$ cat src/rtl/lc3b_pkg.sv
// Shared LC-3b widths, requester indices and the writeback payload type.
package lc3b_pkg;

  localparam int unsigned REG_ADDR_W = 3;
  localparam int unsigned NREG       = 8;
  localparam int unsigned DATA_W     = 16;

  localparam int unsigned WB_ALU = 0;
  localparam int unsigned WB_MEM = 1;

  typedef struct packed {
    logic [REG_ADDR_W-1:0] addr;
    logic [DATA_W-1:0]     data;
  } wb_req_t;

endpackage

$ cat src/rtl/regfile_wb_scheduler_rr_arbiter2.sv
// Two-way round-robin arbiter; last_grant advances only when a grant is issued.
module rr_arbiter2
  import lc3b_pkg::*;
(
  input  logic       clk,
  input  logic       reset,
  input  logic [1:0] req,
  output logic [1:0] gnt_c
);

  logic last_grant;

  // Grants are suppressed entirely while reset is held.
  always_comb begin
    gnt_c = 2'b00;
    if (!reset) begin
      if (req[WB_ALU] && req[WB_MEM]) begin
        if (last_grant) gnt_c[WB_ALU] = 1'b1;
        else            gnt_c[WB_MEM] = 1'b1;
      end else begin
        gnt_c = req;
      end
    end
  end

  always_ff @(posedge clk) begin
    if (reset) begin
      last_grant <= 1'b1;
    end else if (|gnt_c) begin
      last_grant <= gnt_c[WB_MEM];
    end
  end

endmodule

$ cat src/rtl/regfile_wb_scheduler.sv
// Register-file writeback scheduler: arbitration, write port register and
// pending-write scoreboard. Optional stall counter: REGFILE_WB_SCHED_STATS_EN.
module regfile_wb_scheduler
  import lc3b_pkg::*;
(
  input  logic                  clk,
  input  logic                  reset,
  input  logic                  wb0_valid,
  input  logic [REG_ADDR_W-1:0] wb0_addr,
  input  logic [DATA_W-1:0]     wb0_data,
  output logic                  wb0_ready,
  input  logic                  wb1_valid,
  input  logic [REG_ADDR_W-1:0] wb1_addr,
  input  logic [DATA_W-1:0]     wb1_data,
  output logic                  wb1_ready,
  output logic                  rf_write,
  output logic [REG_ADDR_W-1:0] rf_writeAdd,
  output logic [DATA_W-1:0]     rf_in,
  input  logic                  iss_valid,
  input  logic [REG_ADDR_W-1:0] iss_src1,
  input  logic                  iss_src1_en,
  input  logic [REG_ADDR_W-1:0] iss_src2,
  input  logic                  iss_src2_en,
  input  logic [REG_ADDR_W-1:0] iss_dest,
  input  logic                  iss_dest_en,
  output logic                  iss_stall,
  output logic [NREG-1:0]       pending,
  output logic                  sb_error,
  output logic [15:0]           stall_cnt
);

  logic [1:0]      gnt_c;
  logic            acc_c;
  wb_req_t         acc_req_c;
  logic            iss_fire_c;
  logic [NREG-1:0] pending_nxt_c;

  rr_arbiter2 u_arb (
    .clk   (clk),
    .reset (reset),
    .req   ({wb1_valid, wb0_valid}),
    .gnt_c (gnt_c)
  );

  assign wb0_ready = gnt_c[WB_ALU];
  assign wb1_ready = gnt_c[WB_MEM];
  assign acc_c     = |gnt_c;

  always_comb begin
    acc_req_c = '{addr: wb0_addr, data: wb0_data};
    if (gnt_c[WB_MEM]) acc_req_c = '{addr: wb1_addr, data: wb1_data};
  end

  // Source terms catch RAW; the dest term keeps one outstanding write per register.
  assign iss_stall = iss_valid &
                     ((iss_src1_en & pending[iss_src1]) |
                      (iss_src2_en & pending[iss_src2]) |
                      (iss_dest_en & pending[iss_dest]));
  assign iss_fire_c = iss_valid & ~iss_stall;

  // Clear applied before set so a same-edge set of the same register wins.
  always_comb begin
    pending_nxt_c = pending;
    if (acc_c) pending_nxt_c[acc_req_c.addr] = 1'b0;
    if (iss_fire_c && iss_dest_en) pending_nxt_c[iss_dest] = 1'b1;
  end

  always_ff @(posedge clk) begin
    if (reset) begin
      rf_write    <= 1'b0;
      rf_writeAdd <= '0;
      rf_in       <= '0;
      pending     <= '0;
      sb_error    <= 1'b0;
    end else begin
      rf_write <= acc_c;
      if (acc_c) begin
        rf_writeAdd <= acc_req_c.addr;
        rf_in       <= acc_req_c.data;
      end
      pending <= pending_nxt_c;
      if (acc_c && !pending[acc_req_c.addr]) sb_error <= 1'b1;
    end
  end

`ifdef REGFILE_WB_SCHED_STATS_EN
  // Saturating count of stalled decode cycles.
  always_ff @(posedge clk) begin
    if (reset) begin
      stall_cnt <= 16'h0000;
    end else if (iss_stall && (stall_cnt != 16'hFFFF)) begin
      stall_cnt <= stall_cnt + 16'd1;
    end
  end
`else
  assign stall_cnt = 16'h0000;
`endif

endmodule

$ cat config.mk
export PLATFORM = sky130hd
export DESIGN_NAME = regfile_wb_scheduler
export DESIGN_NICKNAME = d
export VERILOG_FILES = /design/src/rtl/lc3b_pkg.sv /design/src/rtl/regfile_wb_scheduler_rr_arbiter2.sv /design/src/rtl/regfile_wb_scheduler.sv
export SDC_FILE = /design/constraint.sdc
export NUM_CORES = 1
export LEC_CHECK = 0
export ABC_CLOCK_PERIOD_IN_PS = 2330
export CORE_MARGIN = 3
export CORE_UTILIZATION = 50
export DETAILED_ROUTE_END_ITERATION = 8
export DONT_BUFFER_PORTS = 1
export PLACE_DENSITY_LB_ADDON = 0.1
export SKIP_CTS_REPAIR_TIMING = 1
export SLEW_MARGIN = 20
export SYNTH_ARGS = -nofsm -noshare
export SYNTH_HDL_FRONTEND = slang
export SYNTH_SLANG_ARGS = --single-unit
$ cat constraint.sdc
create_clock -name clk -period 2.33 [get_ports clk]
set_clock_uncertainty 0.2 [all_clocks]
set_input_delay 0.466 -clock clk [delete_from_list [all_inputs] [get_ports clk]]
set_output_delay 0.466 -clock clk [all_outputs]
set_load 0.005 [all_outputs]
# Word level (Yosys, flattened, before mapping)
# Cells that the tools add are included.
# W data, S select, Z words.
dict set report totals {
  reg_bits 30
  in_bits 55
  output_inout_bits 48
  wordCells 49
}
dict set report classes {
  order_cmp 6
  mux 19
  bitwise 11
  reduce_logical 7
}
# cell n
set ops {}
lappend ops {{$mux W19} 1}
lappend ops {{$lt A3 B4 Y1 const B} 4}
lappend ops {{$mux W8} 2}
lappend ops {{$bmux W1 S3} 4}
lappend ops {{$and A8 B8 Y8} 1}
lappend ops {{$mux W1} 8}
lappend ops {{$not A8 Y8} 1}
lappend ops {{$or A8 B8 Y8} 1}
lappend ops {{$demux W1 S3} 2}
lappend ops {{$ge A3 B1 Y1 const B} 2}
lappend ops {{$and A1 B1 Y1} 5}
lappend ops {{$logic_and A1 B1 Y1} 5}
lappend ops {{$mux W2} 2}
lappend ops {{$or A1 B1 Y1} 2}
lappend ops {{$reduce_or A2 Y1} 1}
lappend ops {{$logic_not A1 Y1} 1}
lappend ops {{$not A1 Y1} 1}

# Depth between registers and ports, before layout
# Gate-level depths: netlist (run 1).
dict set report logic_depth {
  depth_word 13
  ltp_mapped 7
  depth_no_buf 5
}

# Cells and area by module
# From an unflattened synthesis (run 1), not the netlist that was laid out.
dict set report unflattened {
  hier_cells 229
  area_unflattened_um2 1890.6
}
# module n_inst cells_each area_each_um2 seq_area_each_um2
set by_module_without_submodules {}
lappend by_module_without_submodules {regfile_wb_scheduler 1 221 1830.5 580.6}
lappend by_module_without_submodules {rr_arbiter2 1 8 60.1 20.0}

# Least setup slack after synthesis (run 1)
# OpenSTA, ideal clock, no wires.
dict set report synth_path {
  path_type {input -> output}
  startpoint {input port iss_src2[0]}
  endpoint {output port iss_stall}
  arrival_time_ns 1.624
  required_ns 1.664
  setup_slack_ns 0.040
  path_stages 6
  path_buffers 1
  cell_sequence {mux4_1 -> nand3b_1 -> nand4_1 -> a21o_1 -> buf_6 -> and2_2}
}
dict set report synth_via {
  elab_chain_len 6
}
# item line
set synth_rtl {}
lappend synth_rtl {{start, declared} regfile_wb_scheduler.sv:22} ;# input logic [REG_ADDR_W-1:0] iss_src2,
lappend synth_rtl {{$bmux W1 S3} regfile_wb_scheduler.sv:57} ;# (iss_src2_en & pending[iss_src2]) |
lappend synth_rtl {{$mux W1 (implied by the code)} regfile_wb_scheduler.sv:57}
lappend synth_rtl {{$and A1 B1 Y1} regfile_wb_scheduler.sv:57}
lappend synth_rtl {{$or A1 B1 Y1} regfile_wb_scheduler.sv:56} ;# ((iss_src1_en & pending[iss_src1]) |
lappend synth_rtl {{$or A1 B1 Y1} regfile_wb_scheduler.sv:57}
lappend synth_rtl {{$and A1 B1 Y1} regfile_wb_scheduler.sv:55} ;# assign iss_stall = iss_valid &
lappend synth_rtl {{end, declared} regfile_wb_scheduler.sv:26} ;# output logic iss_stall,
# Every way passes these cells. The select of a mux whose other input is x is not followed.

# Worst setup path after layout (run 1)
dict set report layout_path {
  startpoint {register pending[3]}
  endpoint {output port iss_stall}
}
dict set report layout_via {
  elab_chain_len 6
  elab_cells_between_ends 12
  classes_between {6 x mux; 6 x bitwise}
}
# item line
set layout_rtl {}
lappend layout_rtl {{start, declared} regfile_wb_scheduler.sv:27} ;# output logic [NREG-1:0] pending,
lappend layout_rtl {{start signal, assigned} regfile_wb_scheduler.sv:81} ;# pending <= pending_nxt_c;
lappend layout_rtl {{$bmux W1 S3, on equally long branches} {regfile_wb_scheduler.sv:56, regfile_wb_scheduler.sv:57}}
lappend layout_rtl {{$mux W1, on equally long branches} {regfile_wb_scheduler.sv:56, regfile_wb_scheduler.sv:57}}
lappend layout_rtl {{$and A1 B1 Y1, on equally long branches} {regfile_wb_scheduler.sv:56, regfile_wb_scheduler.sv:57}}
lappend layout_rtl {{$or A1 B1 Y1} regfile_wb_scheduler.sv:56}
lappend layout_rtl {{$or A1 B1 Y1 *} regfile_wb_scheduler.sv:57}
lappend layout_rtl {{$and A1 B1 Y1 *} regfile_wb_scheduler.sv:55}
# Mark *: on every way between the ends. The rest lies on a longest branch, timed or not. The select of a mux whose other input is x is not followed.

==> results_dict.tcl, run 1 <==
set metrics [dict create \
    crit_path_max_fanout 5 \
    yosysWarnings 0 \
    areaGrowthSynthToFinish_pct 6.89 \
    final_common_cell "sky130_fd_sc_hd__nand2_1" \
    wl_per_cell_um 18.0 \
    timing.critical_path.required_ns 1.66 \
    effective_utilization_at_floorplan_pct 53.9 \
    finalMaxSlewViolations 0 \
    die_area_mm2 0.00451 \
    drt.antenna.violating_nets 0 \
    power.combinational.fraction_pct 11.8 \
    synth_seq_cells 30 \
    cts_root_buffer "sky130_fd_sc_hd__clkbuf_8" \
    portBuffers 0 \
    proportion_of_total_power_due_to_net_switching_pct 24.6 \
    cts_max_path_buffers 2 \
    die-height_um 67.2 \
    final_critical_path_required_period_ns 2.35 \
    critPathKind "reg2out" \
    power_leakage_uw 0.000776 \
    largest_net_degree_at_the_start_of_global_routing 40 \
    synth_area_per_cell_um2 8.06 \
    internal_power_uw 947 \
    timing.fmax_ghz 0.425 \
    finalCritPeriodShare_pct 101 \
    powerDensity_mw_per_mm2 628 \
    setup.worst_path.start_class "flop" \
    detailroute.via_count 1791 \
    netlist_instances 232 \
    gp_routability_congestion 0.786 \
    finish.net_count 290 \
    failed_checks "negative setup slack" \
    dp_hpwl_mm 3.85 \
    finalCoreUtilization_pct 57.6 \
    mostFrequentLayoutCells "sky130_fd_sc_hd__nand2_1, sky130_fd_sc_hd__dfxtp_1, sky130_fd_sc_hd__nor2_1" \
    ir_worst_vdd_mv 0.363 \
    antenna_cells_inserted 0 \
    netlist_area_mm2 0.00187 \
    cp.arrival_ns 1.69 \
    finalHoldViolations 0 \
    core.rowCount 21 \
    synth_seq_area_share_pct 32.1 \
    numCtsBuffers 5 \
    ys_types 41 \
    share_of_post_route_cells_with_drive_strength_above_1_pct 14.9 \
    io_pins 103 \
    clock_tree_from_tritoncts "yes" \
    power.clock.fraction_pct 42.6 \
    worst-slew-pin-transition_ns 0.673 \
    drt-pass1-iter-count 4 \
    fp.dieW_um 67.2 \
    grt_setup_unrepaired "true" \
    timing.max_cap.violations 0 \
    gr-total-overflow 0 \
    antenna_found_initial 0 \
    fin_setup_tns_ns -0.0225 \
    route.final.wire_length_mm 5.06 \
    p_sw_uw 309 \
    route.detailed.vias_per_inst 6.37 \
    final.setup.worst_slack_ns -0.0225 \
    global_route.usage.total_pct 22.3 \
    insertion_delay_ns 0.28 \
    clk_pin_slew_ns 0.06 \
    cts_num_sinks 30 \
    power.share.sequential_pct 45.6 \
    min_path_type "in2reg" \
    depth_of_the_cts_h_tree 2 \
    drc_errors 0 \
    global_route_wire_length_before_repair_mm 7.55 \
    endpoint_kind "primary output" \
    core_mm2 0.00347 \
    max_slew_margin_pct 55.2 \
    setup_viol_count_final 1 \
    outcome "complete, but fails checks" \
    grt_pass1_vias 1598 \
    dr.first_iter.drc_count 91 \
]
## synth_stat cells
cell | instances | share of area, %
sky130_fd_sc_hd__nor2_1 | 22 | 4.4
sky130_fd_sc_hd__nand3_1 | 8 | 2.1
sky130_fd_sc_hd__and2_2 | 1 | 0.40
sky130_fd_sc_hd__o311ai_0 | 8 | 3.7
sky130_fd_sc_hd__dfxtp_1 | 30 | 32
sky130_fd_sc_hd__o21ai_1 | 1 | 0.27
sky130_fd_sc_hd__o21ai_0 | 5 | 1.3
sky130_fd_sc_hd__and3_1 | 1 | 0.33
sky130_fd_sc_hd__a21bo_2 | 1 | 0.54
sky130_fd_sc_hd__and2_1 | 4 | 1.3
sky130_fd_sc_hd__or3_1 | 2 | 0.67
sky130_fd_sc_hd__mux2i_1 | 2 | 1.1
sky130_fd_sc_hd__a211oi_1 | 2 | 0.80
sky130_fd_sc_hd__nor3_1 | 1 | 0.27
sky130_fd_sc_hd__nand3b_1 | 3 | 1.2
sky130_fd_sc_hd__nor4_1 | 1 | 0.33
sky130_fd_sc_hd__nor2b_1 | 3 | 1.0
sky130_fd_sc_hd__inv_2 | 1 | 0.20
sky130_fd_sc_hd__conb_1 | 1 | 0.20
sky130_fd_sc_hd__mux4_1 | 4 | 5.6
sky130_fd_sc_hd__buf_6 | 2 | 1.2
sky130_fd_sc_hd__nand2_1 | 42 | 8.4
sky130_fd_sc_hd__or2_2 | 1 | 0.33
sky130_fd_sc_hd__nand4_1 | 3 | 1.0
sky130_fd_sc_hd__clkbuf_1 | 8 | 1.6
sky130_fd_sc_hd__a31oi_1 | 7 | 2.3
sky130_fd_sc_hd__a311oi_1 | 19 | 8.9
sky130_fd_sc_hd__a21o_1 | 1 | 0.40
sky130_fd_sc_hd__buf_2 | 4 | 1.1
sky130_fd_sc_hd__buf_4 | 16 | 6.4
sky130_fd_sc_hd__nor4b_1 | 2 | 0.94
sky130_fd_sc_hd__a22o_2 | 1 | 0.54
sky130_fd_sc_hd__o31ai_1 | 8 | 3.2
sky130_fd_sc_hd__o221ai_1 | 1 | 0.47
sky130_fd_sc_hd__o211ai_1 | 1 | 0.40
sky130_fd_sc_hd__nand2b_1 | 5 | 1.7
sky130_fd_sc_hd__nand4b_1 | 2 | 0.94
sky130_fd_sc_hd__a21oi_1 | 2 | 0.54
sky130_fd_sc_hd__inv_1 | 4 | 0.80
sky130_fd_sc_hd__o41ai_1 | 1 | 0.47
sky130_fd_sc_hd__nand2_2 | 1 | 0.33
## power groups by stage
stage	Clock [uW]	Combinational [uW]	Sequential (uW)
floorplan	0	144	580
global placement	0	139	585
detailed placement	0	145	587
CTS	545	146	575
global route	562	167	578
finish	535	148	573
## critical path: stages, from the launching register on
cell                       delay (ns)
sky130_fd_sc_hd__dfxtp_4         0.36
sky130_fd_sc_hd__mux4_2          0.48
sky130_fd_sc_hd__nand3b_1        0.09
sky130_fd_sc_hd__nand4_1         0.13
sky130_fd_sc_hd__a21o_1          0.20
sky130_fd_sc_hd__and2_4          0.14
## flip-flops by register name, indices dropped and copies added (netlist names)
signal and flops:
rf_write 1, rf_writeAdd 3, sb_error 1, u_arb.last_grant 1, pending 8, rf_in 16
## worst paths after layout
path	depth (start not counted)	slack (ns)	start	endpoint
setup / recovery	5	-0.02	pending[3]	iss_stall
hold / removal	1	0.05	reset	rf_in[12]
setup reg to reg	6	0.36	pending[3]	pending[3]
hold reg to reg	2	0.31	rf_in[1]	rf_in[1]
## logic make-up (layout without fill, tap and decap cells)
kind of cell	after synthesis	after routing	synth area share (%)
and+or+nand+nor	102	102	25.8
muxes	6	6	6.69
DFF	30	30	32.1
other	1	16	0.200
buffers and inverters	35	23	11.3
AOI/OAI and AO/OA	58	58	23.9
## through the flow
stage | instances | area [um2] | total power, uW | setup WS [ns] | hold WS [ns]
finish | 281 | 2000 | 1260 | -0.0225 | 0.0497
global route | 281 | 2000 | 1310 | -0.0690 | 0.0403
CTS | 281 | 1990 | 1270 | -0.136 | 0.0398
detailed placement | 274 | 1870 | 732 | 0.0203 | 0.306
global placement | 274 | 1870 | 724 | 0.0718 | 0.298
floorplan | 247 | 1930 | 723 | 0.0398 | 0.244
## layout make-up
cell class	instances	area, um2
Timing Repair Buffer	11	82.6
Inverter	5	18.8
Tap cell	46	57.6
Fill cell	321	1470
Sequential cell	30	613
Clock inverter	1	30.0
Clock buffer	6	82.6
Multi-Input combinational cell	182	1110
## per-layer routing
metal	global-route usage, %	wire, um	vias up
li1	-	-	841
met1	27.4	1930	822
met2	36.9	2440	116
met3	6.99	579	12
met4	7.34	110	0
met5	0	0	-
Note: power is estimated with default switching activity, not from simulation.
==> run 2: changes to the inputs <==
--- a/config.mk
+++ b/config.mk
@@ -8,9 +8,11 @@
 export ABC_CLOCK_PERIOD_IN_PS = 2330
 export CORE_MARGIN = 3
 export CORE_UTILIZATION = 50
+export CTS_BUF_LIST = sky130_fd_sc_hd__clkbuf_4 sky130_fd_sc_hd__clkbuf_8
 export DETAILED_ROUTE_END_ITERATION = 8
 export DONT_BUFFER_PORTS = 1
 export PLACE_DENSITY_LB_ADDON = 0.1
+export SETUP_SLACK_MARGIN = 0.4
 export SKIP_CTS_REPAIR_TIMING = 1
 export SLEW_MARGIN = 20
 export SYNTH_ARGS = -nofsm -noshare
==> results_dict.tcl, run 2 (synthesis results as in run 1) <==
set metrics [dict create \
    outcome "complete, but fails checks" \
    failed_checks "negative setup slack" \
    endpoint_kind "primary output" \
    critical_path_buf_inv_count 0 \
    critPathKind "reg2out" \
    setup_viol_count_final 1 \
    grt_setup_unrepaired "true" \
    min_path_type "in2reg" \
    finalCritPeriodShare_pct 100 \
    power.combinational.fraction_pct 13.2 \
    dr.first_iter.drc_count 157 \
    depth_of_the_cts_h_tree 2 \
    timing.fmax_ghz 0.428 \
    final_critical_path_required_period_ns 2.33 \
    largest_reg_flops 16 \
    drt-pass1-iter-count 5 \
    cp.arrival_ns 1.67 \
    internal_power_uw 857 \
    portBuffers 0 \
    numPlacedInstances 271 \
    numCtsBuffers 5 \
    setup.worst_path.start_class "flop" \
    proportion_of_total_power_due_to_net_switching_pct 26.5 \
    worstSetupEndpoint "iss_stall" \
    totalPowerFinal_uw 1170 \
    power.share.sequential_pct 49.2 \
    power.clock.fraction_pct 37.6 \
    antenna_cells_inserted 0 \
    detailroute.via_count 1703 \
    worstPathCellList "mux4_2, nand3b_1, nand4_1, a21o_1, and2_4" \
    insertion_delay_ns 0.28 \
    layout_top_registers "rf_in (16), pending (8), rf_writeAdd (3)" \
    gr-total-overflow 0 \
    core_mm2 0.00347 \
    drt.antenna.violating_nets 0 \
    post_layout_nonfiller_instances 279 \
    core.rowCount 21 \
    registers.top_by_ff_count "rf_in" \
    fin_setup_tns_ns -0.00380 \
    cts_num_sinks 30 \
    clock_tree_from_tritoncts "yes" \
    timing.max_cap.violations 0 \
    clk_pin_slew_ns 0.06 \
    die_area_mm2 0.00451 \
    crit_path_max_fanout 6 \
    die-height_um 67.2 \
    critPathLaunch "pending[0]" \
    crit_family "multiplexers" \
    postPlaceCellArea_mm2 0.00184 \
    route.final.wire_length_mm 4.97 \
    critPathMaxStageDelay_ns 0.47 \
    reg2regPathDepth 6 \
    timing.rr.start "pending[0]" \
    p_sw_uw 310 \
    max_slew_margin_pct 56.8 \
    power_leakage_uw 0.000766 \
    route.detailed.vias_per_inst 6.10 \
    powerDensity_mw_per_mm2 581 \
    final_design_area_no_fill_mm2 0.00201 \
    finalCoreUtilization_pct 57.9 \
    cts_root_buffer "sky130_fd_sc_hd__clkbuf_8" \
    areaGrowthSynthToFinish_pct 7.29 \
    ir_worst_vdd_mv 0.404 \
    finalHoldViolations 0 \
    final.setup.worst_slack_ns -0.00380 \
    r2r-end "pending[3]" \
    grt_pass1_vias 1540 \
    cts_max_path_buffers 2 \
    critPathSlowestCell "sky130_fd_sc_hd__mux4_2" \
    effective_utilization_at_floorplan_pct 53.9 \
    io_pins 103 \
    share_of_post_route_cells_with_drive_strength_above_1_pct 16.3 \
    drc_errors 0 \
    ff2ff_setup_slack_ns 0.36 \
    antenna_found_initial 0 \
    finalMaxSlewViolations 0 \
    wl_per_cell_um 17.8 \
    gp_routability_congestion 0.838 \
    fp.dieW_um 67.2 \
    worst-slew-pin-transition_ns 0.649 \
    dp_hpwl_mm 3.67 \
    crit_cells 5 \
    largest_net_degree_at_the_start_of_global_routing 40 \
    mostFrequentLayoutCells "sky130_fd_sc_hd__nand2_1, sky130_fd_sc_hd__dfxtp_1, sky130_fd_sc_hd__nor2_1" \
    global_route.usage.total_pct 21.3 \
    final_common_cell "sky130_fd_sc_hd__nand2_1" \
    timing.critical_path.required_ns 1.66 \
    finish.net_count 287 \
    global_route_wire_length_before_repair_mm 7.24 \
]
==> run 2: worst register-to-register path: cells and delay by family, from the launching register on <==
kind	cells	cell delay, ns
AO/OA/AOI/OAI	2	0.44
buffers and inverters	1	0.18
multiplexers	1	0.47
flip-flops	1	0.36
AND/OR/NAND/NOR	2	0.23
==> run 2: final cells by class <==
class | count | area (um2)
clock inverter | 1 | 5.00
tap | 46 | 57.6
sequential | 30 | 607
timing repair buffer | 8 | 60.1
fill | 327 | 1460
inverter | 5 | 23.8
multi-input combinational | 182 | 1160
clock buffer | 7 | 90.1
==> run 2: worst min-delay path by stage <==
stage / start / end / slack [ns] / cells past startpoint
global placement: sb_error / sb_error / 0.28 / 2
finish: reset / rf_in[12] / 0.05 / 1
detailed placement: sb_error / sb_error / 0.28 / 2
CTS: reset / rf_write / 0.04 / 1
floorplan: sb_error / sb_error / 0.24 / 2
global route: reset / rf_write / 0.04 / 1
==> run 2: per-stage QoR <==
stage	setup WS (ns)	hold WS, ns
6_report	-0.00380	0.0499
5_1_grt	-0.0669	0.0393
4_1_cts	-0.0368	0.0445
3_5_place_dp	0.173	0.278
3_3_place_gp	0.214	0.281
2_1_floorplan	0.161	0.244
==> run 2: power groups by stage <==
stage | Sequential (uW) | Combinational [uW] | Clock, uW
2_1_floorplan | 580 | 145 | 0
3_3_place_gp | 586 | 137 | 0
3_5_place_dp | 587 | 142 | 0
4_1_cts | 575 | 143 | 448
5_1_grt | 578 | 173 | 473
6_report | 574 | 154 | 439
==> run 2: per-layer routing <==
layer / vias up / GRT usage (%) / wire, um
met5: - / 0 / 0
li1: 831 / - / -
met1: 782 / 25.6 / 1880
met4: 0 / 7.34 / 68
met3: 8 / 6.66 / 513
met2: 82 / 35.7 / 2510
==> run 3: changes to the inputs <==
--- a/config.mk
+++ b/config.mk
@@ -11,6 +11,7 @@
 export CTS_BUF_LIST = sky130_fd_sc_hd__clkbuf_4 sky130_fd_sc_hd__clkbuf_8
 export DETAILED_ROUTE_END_ITERATION = 8
 export DONT_BUFFER_PORTS = 1
+export HOLD_SLACK_MARGIN = 0.06
 export PLACE_DENSITY_LB_ADDON = 0.1
 export SETUP_SLACK_MARGIN = 0.4
 export SKIP_CTS_REPAIR_TIMING = 1
==> results_dict.tcl, run 3 (synthesis results as in run 1) <==
set metrics [dict create \
    outcome "complete, no violations" \
    drt-pass1-iter-count 4 \
    dr.first_iter.drc_count 190 \
    internal_power_uw 859 \
    numPlacedInstances 271 \
    numCtsBuffers 5 \
    core_mm2 0.00347 \
    hold-path-endpoint "rf_in[12]" \
    power.combinational.fraction_pct 13.8 \
    areaGrowthSynthToFinish_pct 8.36 \
    io_pins 103 \
    setup.worst_path.start_class "flop" \
    antenna_cells_inserted 0 \
    die-height_um 67.2 \
    timing.critical_path.required_ns 1.66 \
    global_route_wire_length_before_repair_mm 7.24 \
    drt.antenna.violating_nets 0 \
    registers.top_by_ff_count "rf_in" \
    timing.max_cap.violations 0 \
    p_sw_uw 321 \
    timing.rr.start "u_arb.last_grant" \
    mostFrequentLayoutCells "sky130_fd_sc_hd__nand2_1, sky130_fd_sc_hd__dfxtp_1, sky130_fd_sc_hd__nor2_1" \
    cts_max_path_buffers 2 \
    effective_utilization_at_floorplan_pct 53.9 \
    max_slew_margin_pct 53.8 \
    clk_pin_slew_ns 0.06 \
    depth_of_the_cts_h_tree 2 \
    crit_path_max_fanout 6 \
    layout_top_registers "rf_in (16), pending (8), rf_writeAdd (3)" \
    finalHoldViolations 0 \
    ir_worst_vdd_mv 0.404 \
    crit_family "multiplexers" \
    finalMaxSlewViolations 0 \
    drc_errors 0 \
    min_delay_path_depth 2 \
    finalCritPeriodShare_pct 99.6 \
    finish.net_count 289 \
    share_of_post_route_cells_with_drive_strength_above_1_pct 16.2 \
    clock_tree_from_tritoncts "yes" \
    fp.dieW_um 67.2 \
    grt_setup_unrepaired "true" \
    r2r-end "pending[3]" \
    fin_setup_tns_ns 0 \
    post_layout_nonfiller_instances 281 \
    setup_viol_count_final 0 \
    critPathKind "reg2out" \
    final.setup.worst_slack_ns 0.00901 \
    portBuffers 0 \
    layout.filler_cells 330 \
    cts_num_sinks 30 \
    hold_path_startpoint "wb1_data[12]" \
    power.share.sequential_pct 48.6 \
    power.clock.fraction_pct 37.6 \
    die_area_mm2 0.00451 \
    final_common_cell "sky130_fd_sc_hd__nand2_1" \
    critPathLaunch "pending[0]" \
    wl_per_cell_um 18.0 \
    min_path_type "in2reg" \
    largest_net_degree_at_the_start_of_global_routing 40 \
    final_critical_path_required_period_ns 2.32 \
    route.detailed.vias_per_inst 6.19 \
    antenna_found_initial 0 \
    gr-total-overflow 0 \
    grt_pass1_vias 1540 \
    core.rowCount 21 \
    insertion_delay_ns 0.28 \
    critical_path_buf_inv_count 0 \
    detailedPlace.worstSlack_ns 0.173 \
    power_leakage_uw 0.000775 \
    critPathMaxStageDelay_ns 0.47 \
    powerDensity_mw_per_mm2 582 \
    dp_hpwl_mm 3.67 \
    worst-slew-pin-transition_ns 0.691 \
    cts_root_buffer "sky130_fd_sc_hd__clkbuf_8" \
    timing.fmax_ghz 0.431 \
    largest_reg_flops 16 \
    ff2ff_setup_slack_ns 0.37 \
    endpoint_kind "primary output" \
    global_route.usage.total_pct 21.3 \
    route.final.wire_length_mm 5.07 \
    reg2regPathDepth 5 \
    gp_routability_congestion 0.838 \
    finalCoreUtilization_pct 58.4 \
    critPathSlowestCell "sky130_fd_sc_hd__mux4_2" \
    cp.arrival_ns 1.65 \
    proportion_of_total_power_due_to_net_switching_pct 27.2 \
    worstPathCellList "mux4_2, nand3b_1, nand4_1, a21o_1, and2_4" \
    detailroute.via_count 1738 \
]
## run 3: cell count changes in the layout (fill, tap and decap cells not counted), sizes merged
| cell | change |
|---|---|
| dlygate4sd3 | +2 |
## run 3: power groups by stage
stage               registers [uW]  logic [uW]  clock network (uW)
floorplan                      580         145                   0
global placement               586         137                   0
detailed placement             587         142                   0
CTS                            575         143                 448
global route                   578         183                 473
finish                         573         162                 444
## run 3: how the worst max path moves through the flow
stage | end | cells past startpoint
after global placement | iss_stall | 5
after CTS | iss_stall | 5
after floorplan | iss_stall | 6
after global routing | iss_stall | 5
final | iss_stall | 5
after detailed placement | iss_stall | 5
## run 3: layout make-up
cell class                 count  area (um2)  share of cell area [%]
clock buffer                   7        90.1                    4.44
clock inverter                 1        5.00                   0.247
inverter                       5        23.8                    1.17
multi-input combinational    182        1160                    57.4
sequential                    30         607                    29.9
tap                           46        57.6                    2.84
timing repair buffer          10        80.1                    3.95
## run 3: worst reg2reg max path: stages (launching register included)
cell                       delay [ns]
sky130_fd_sc_hd__dfxtp_1         0.35
sky130_fd_sc_hd__and2_1          0.28
sky130_fd_sc_hd__o21ai_1         0.17
sky130_fd_sc_hd__and2_1          0.24
sky130_fd_sc_hd__o311ai_1        0.47
sky130_fd_sc_hd__o31ai_4         0.13
## run 3: metrics by stage
stage	power [uW]	hold WS, ns	instance area (um2)
after floorplan	724	0.244	1910
after global placement	722	0.281	1840
after detailed placement	729	0.278	1840
after CTS	1170	0.0445	1930
after global routing	1230	0.145	2030
final	1180	0.138	2030
## run 3: layer usage
metal  GRT usage (%)  up-vias  part of all wire, %
li1                -      835                    -
met1            25.6      808                   37
met2            35.7       88                   51
met3            6.66        7                   11
met4            7.34        0                  1.3
met5               0        -                    0
